**config.mk**
```make
export PLATFORM = sky130hd
export DESIGN_NAME = branch_pc_sequencer
export DESIGN_NICKNAME = d
export VERILOG_FILES = /design/src/rtl/kgp_branch_pkg.sv /design/src/rtl/branch_cond_eval.sv /design/src/rtl/branch_pc_sequencer.sv
export SDC_FILE = /design/constraint.sdc
export NUM_CORES = 1
export LEC_CHECK = 0
export CAP_MARGIN = 0
export CORE_MARGIN = 2
export CORE_UTILIZATION = 54
export CTS_CLUSTER_DIAMETER = 120
export CTS_CLUSTER_SIZE = 8
export DETAILED_ROUTE_END_ITERATION = 10
export GPL_ROUTABILITY_DRIVEN = 0
export PLACE_DENSITY = 0.9
export RECOVER_POWER = 25
export SYNTH_ARGS = -nofsm -noshare
export SYNTH_HDL_FRONTEND = slang
export SYNTH_SLANG_ARGS = --single-unit
```
**constraint.sdc**
```tcl
create_clock -name clk -period 5.3 [get_ports clk]
set_input_delay 1.06 -clock clk [delete_from_list [all_inputs] [get_ports clk]]
set_output_delay 1.06 -clock clk [all_outputs]
set_load 0.05 [all_outputs]
```
**src/rtl/kgp_branch_pkg.sv**
```systemverilog
// kgp_branch_pkg: branch type codes, sequencer states and comparison codes
package kgp_branch_pkg;
  localparam logic [2:0] BR_NONE = 3'b000;
  localparam logic [2:0] BR_B    = 3'b001;
  localparam logic [2:0] BR_BL   = 3'b010;
  localparam logic [2:0] BR_BR   = 3'b011;
  localparam logic [2:0] BR_BZ   = 3'b100;
  localparam logic [2:0] BR_BLTZ = 3'b101;
  localparam logic [2:0] BR_BNZ  = 3'b110;
  localparam logic [2:0] BR_HALT = 3'b111;
  typedef enum logic [1:0] {S_RUN, S_WAIT, S_HALT, S_ERR} state_t;
  localparam logic [1:0] CMP_BZ   = 2'b00;
  localparam logic [1:0] CMP_BLTZ = 2'b01;
  localparam logic [1:0] CMP_BNZ  = 2'b10;
  function automatic logic [1:0] cmp_code(input logic [2:0] t);
    return t == BR_BLTZ ? CMP_BLTZ : t == BR_BNZ ? CMP_BNZ : CMP_BZ;
  endfunction
endpackage

```
**src/rtl/branch_cond_eval.sv**
```systemverilog
// branch_cond_eval: decides whether a comparison branch is taken from ALU flags
module branch_cond_eval
  import kgp_branch_pkg::*;
(
  input  logic [1:0] cmp,
  input  logic       zero,
  input  logic       msb,
  output logic       taken
);
  // unknown codes never redirect
  always_comb taken = cmp == CMP_BZ ? zero : cmp == CMP_BLTZ ? msb : cmp == CMP_BNZ ? !zero : 1'b0;
endmodule

```
**src/rtl/branch_pc_sequencer.sv**
```systemverilog
// branch_pc_sequencer: program counter and control-transfer sequencing for the KGP-RISC core
module branch_pc_sequencer
  import kgp_branch_pkg::*;
#(
  parameter int                ADDR_W   = 32,
  parameter int                OFF_W    = 22,
  parameter logic [ADDR_W-1:0] RESET_PC = '0,
  parameter int                TIMEOUT  = 15
) (
  input  logic              clk,
  input  logic              rst_n,
  input  logic              instr_valid,
  input  logic [2:0]        br_type,
  input  logic [OFF_W-1:0]  br_offset,
  input  logic [ADDR_W-1:0] rs_value,
  input  logic              alu_valid,
  input  logic              alu_zero,
  input  logic              alu_msb,
  output logic [ADDR_W-1:0] pc,
  output logic              stall,
  output logic              flush,
  output logic              link_we,
  output logic [ADDR_W-1:0] link_data,
  output logic              halted,
  output logic              err_timeout,
  output logic [15:0]       taken_cnt
);
  state_t            state;
  logic [ADDR_W-1:0] seq, tgt, tgt_q;
  logic [1:0]        cmp_q;
  logic [3:0]        wait_cnt;
  logic [15:0]       cnt_inc;
  logic              taken, is_cmp;
  branch_cond_eval u_cond (.cmp(cmp_q), .zero(alu_zero), .msb(alu_msb), .taken(taken));
  // next sequential address, word-offset target and saturating taken count
  always_comb begin
    seq     = pc + ADDR_W'(4);
    tgt     = seq + ({{(ADDR_W-OFF_W){br_offset[OFF_W-1]}}, br_offset} << 2);
    is_cmp  = br_type == BR_BZ || br_type == BR_BLTZ || br_type == BR_BNZ;
    cnt_inc = taken_cnt == 16'hFFFF ? taken_cnt : taken_cnt + 16'd1;
    stall   = state != S_RUN || (instr_valid && is_cmp);
  end
  // control FSM: pc update, redirect pulses, wait timeout and branch counting
  always_ff @(posedge clk or negedge rst_n) begin
    if (!rst_n) begin
      state       <= S_RUN;
      pc          <= RESET_PC;
      tgt_q       <= '0;
      cmp_q       <= CMP_BZ;
      wait_cnt    <= '0;
      flush       <= 1'b0;
      link_we     <= 1'b0;
      link_data   <= '0;
      halted      <= 1'b0;
      err_timeout <= 1'b0;
      taken_cnt   <= '0;
    end else begin
      flush   <= 1'b0;
      link_we <= 1'b0;
      case (state)
        S_RUN: if (instr_valid) begin
          case (br_type)
            BR_NONE: pc <= seq;
            BR_B, BR_BL: begin
              pc        <= tgt;
              flush     <= 1'b1;
              taken_cnt <= cnt_inc;
              link_we   <= br_type == BR_BL;
              link_data <= br_type == BR_BL ? seq : link_data;
            end
            BR_BR: begin
              pc        <= rs_value & ~ADDR_W'(3);
              flush     <= 1'b1;
              taken_cnt <= cnt_inc;
            end
            BR_HALT: begin
              state  <= S_HALT;
              halted <= 1'b1;
            end
            default: begin
              cmp_q    <= cmp_code(br_type);
              tgt_q    <= tgt;
              wait_cnt <= '0;
              state    <= S_WAIT;
            end
          endcase
        end
        S_WAIT: if (alu_valid) begin
          state     <= S_RUN;
          pc        <= taken ? tgt_q : seq;
          flush     <= taken;
          taken_cnt <= taken ? cnt_inc : taken_cnt;
        end else begin
          wait_cnt <= wait_cnt + 4'd1;
          if (wait_cnt == 4'(TIMEOUT - 1)) begin
            state       <= S_ERR;
            err_timeout <= 1'b1;
          end
        end
        default: ;
      endcase
    end
  end
endmodule

```
==> out/qor.txt <==
Util after Layout = 0.7075
worst hold path type = reg -> reg
WHS Path Cells = 1
crit path max fanout = 9
Starting DRT DRC Count = 1,048
count of final setup violators = 0
crit path DAT = 5.10 ns
grt ovf = 0
synth warn = 0
RSZ-0062 raised after global routing = no
routed via count = 8,191
fraction of registers with async set/reset = 1.000
Post-synth EDFFs = 0
VDD IR-drop max = 0.3194 mV
# nets final = 1,181
dpl cells = 1,245
total setup buffers inserted after CTS = 0
Worst Reg2Reg Path Length in Cells = 13
post-cts resize count = 0
filler cell count = 1,084
quantity of hold-fixing buffers added after cts = 0
WHS Endpoint = err_timeout$_DFFE_PN0P_
Reg2Reg Launch Point = pc[2]$_DFFE_PN0P_
status = complete, but fails checks
Starting Density = 0.5565
Overall Power = 6.676 mW
hold slack final = 0.4663 ns
setup TNS = 0 ns
flip-flop and latch count after synthesis = 124
worst-skew pair later-pin latency = 0.43 ns
die span in x = 126.8 µm
Mapped Area = 0.008149 mm²
first-pass GRT wire length = 41,140 µm
setup skew after layout = 0.01352 ns
FF-to-FF End = pc[28]$_DFFE_PN0P_
Levels on crit path = 13
Worst setup EP type = flop
CP cell instances = ha_1 -> nand3_1 -> nor4_2 -> nand4_1 -> xnor2_1 -> ha_1 -> a211o_1 -> a2111oi_0 -> a21oi_1 -> o221ai_1 -> xnor2_1 -> a221oi_1 -> o21ai_0
Synth Instances = 945
root buf cell = clkbuf_16
synth unique cells = 68
Avg Cell Area, Syn = 8.623 µm²
register area share after synthesis = 0.3808
Slew headroom = -1.510
Setup crit start kind = flop
slowest stage delay, CP = 0.64 ns
Final Hold Vio Count = 0
ys flop type = dfrtp_1
global-route usage over all layers = 0.3266
Worst Tran Pin Value = 3.765 ns
Reg2Reg Setup Slack = 0.48 ns
Worst-path clk slew = 0.06 ns
minimum clock period = 4.821 ns
vias in the first global route = 7,952
Clock Path Buffers = 2
Worst Path Buf+Inv = 0
Final ANT Viol Nets = 0
H-tree Lvls = 4
DRT Wirelength = 25,990 µm
WL/cell = 20.39 µm
Pins Over Slew Limit = 68
synthesized net count = 1,046
antenna cells = 0
CTS tree = built
FF+latch area = 0.003103 mm²
std cell rows = 44
CP max-delay cell = nor4_2
hold path startpoint = err_timeout$_DFFE_PN0P_
violated checks = DRC, capacitance limit, slew limit
Finished Layout Cells = 1,275
antenna violations before repair = 0
IO Count = 148
worst endpoint required time = 5.57 ns
max-cap viol count = 1
largest net degree at the start of global routing = 68
proportion of layout cells with a drive suffix above 1 = 0.07883
core area = 0.01464 mm²
clk sinks = 124
leakage power = 4.589 nW
Pre-antenna DRT Iters = 11
Max Clock Freq = 207.4 MHz
Multi-input gate area = 0.004751 mm²
area grow syn2layout = 27.15%
DIE HEIGHT = 126.8 µm
Buffers on Ports = 145
Tcrit/Tclk final = 0.9096
pwr dens = 644.3 mW/mm²
cts bufs inserted = 17
family with the most delay on the worst path = compound AO/OA/AOI/OAI gates
DRC = 1
drt via density = 6.424
Detail Placement HPWL = 18,640 µm
critical path class = reg -> reg
DIE AREA = 0.01609 mm²
## layer usage
metal,part of all wire,GRT usage,vias up
met2,0.44,0.4975,539
li1,-,-,3676
met3,0.12,0.07929,124
met1,0.39,0.4386,3852
met5,0,0,-
met4,0.046,0.1597,0
## cell usage in the layout (no fill, tap or decap), drive strengths merged, types with 4 or more instances in the layout
cell,instances
o21a,6
and2,7
o21bai,6
a31oi,7
clkbuf,22
inv,27
buf,17
nand4,18
xor2,34
a22oi,4
o22ai,16
dfrtp,124
ha,37
a21o,26
a211o,4
a211oi,4
o221ai,12
nand2,135
mux2,22
nor3,11
clkinvlp,4
and4,12
and3,13
nor2,90
nor2b,5
o211ai,8
xnor2,39
clkdlybuf4s50,144
o31ai,7
a21oi,86
nand3,24
a221oi,9
o21ai,59
## sequential cells by signal, indices dropped and copies added, names as in the netlist
register,cells
halted,1
err_timeout,1
wait_cnt,4
tgt_q,32
taken_cnt,16
link_we,1
flush,1
pc,32
link_data,32
cmp_q,2
state,2
## cells in the mapped netlist, drive strengths merged, types with 4 or more instances
master  number  area, µm²
o22ai       16      113.9
o211ai       8      60.06
o21ai       59      295.3
a211o        4      35.03
and4        12      107.6
o221ai      12      105.1
dfrtp      124       3103
nor2b        5      31.28
a221oi       9      78.83
o21a         6      45.04
xnor2       39      341.6
nor3        11      60.06
clkbuf      38      142.6
mux2        22      247.7
and3        13      81.33
o31ai        7      52.55
nor2        90      337.8
inv         26      97.59
o21bai       6      45.04
a22oi        4      30.03
nand4       18      112.6
a31oi        7      43.79
a21oi       86      430.4
a211oi       4      30.03
nand2      135      506.7
ha          37      462.9
and2         7      43.79
nand3       24      132.6
a21o        26      195.2
buf         10      66.31
xor2        34      297.8
## power breakdown
group,switching [mW],leakage (nW),internal [mW],total [mW]
Clock,0.435,0.283,0.757,1.19
Sequential,0.376,1.55,1.31,1.69
Combinational,2.45,2.76,1.35,3.80
## cell type report
class	instances	share of cell area
clock buffer	19	0.04371
inverter	26	0.009419
sequential	124	0.2995
multi-input combinational	747	0.4585
timing repair buffer	164	0.1528
clock inverter	11	0.01389
tap	184	0.02222
## worst max-delay path by stage
| stage | end | slack [ns] | from |
|---|---|---|---|
| final | pc[28]$_DFFE_PN0P_ | 0.48 | pc[2]$_DFFE_PN0P_ |
| after floorplan | pc[31]$_DFFE_PN0P_ | 1.07 | pc[2]$_DFFE_PN0P_ |
| after global routing | pc[28]$_DFFE_PN0P_ | 0.26 | pc[2]$_DFFE_PN0P_ |
| after global placement | pc[28]$_DFFE_PN0P_ | 0.86 | pc[2]$_DFFE_PN0P_ |
| after detailed placement | pc[28]$_DFFE_PN0P_ | 0.71 | pc[2]$_DFFE_PN0P_ |
| after CTS | pc[28]$_DFFE_PN0P_ | 0.69 | pc[2]$_DFFE_PN0P_ |
## metrics by stage
stage          instance area [µm²]  setup WS (ns)
2_1_floorplan                 8149          1.071
3_5_place_dp                  9773         0.7052
3_3_place_gp                  9773         0.8639
5_1_grt                      10360         0.2625
4_1_cts                      10370         0.6904
6_report                     10360         0.4789
## logic make-up after synthesis
kind of cell,synth area share
AOI/OAI and AO/OA,0.2165
and+or+nand+nor,0.1905
muxes,0.03409
DFF,0.3808
xor gates and xnor gates,0.08122
adders and majority gates,0.05927
buffers and inverters,0.03762
## worst register-to-register path, stage by stage (launching register included)
cell       delay [ns]
dfrtp_1          0.52
ha_1             0.30
nand3_1          0.17
nor4_2           0.64
nand4_1          0.20
xnor2_1          0.52
ha_1             0.46
a211o_1          0.34
a2111oi_0        0.46
a21oi_1          0.22
o221ai_1         0.27
xnor2_1          0.18
a221oi_1         0.30
o21ai_0          0.12
Note: power is estimated with default switching activity, not from simulation.
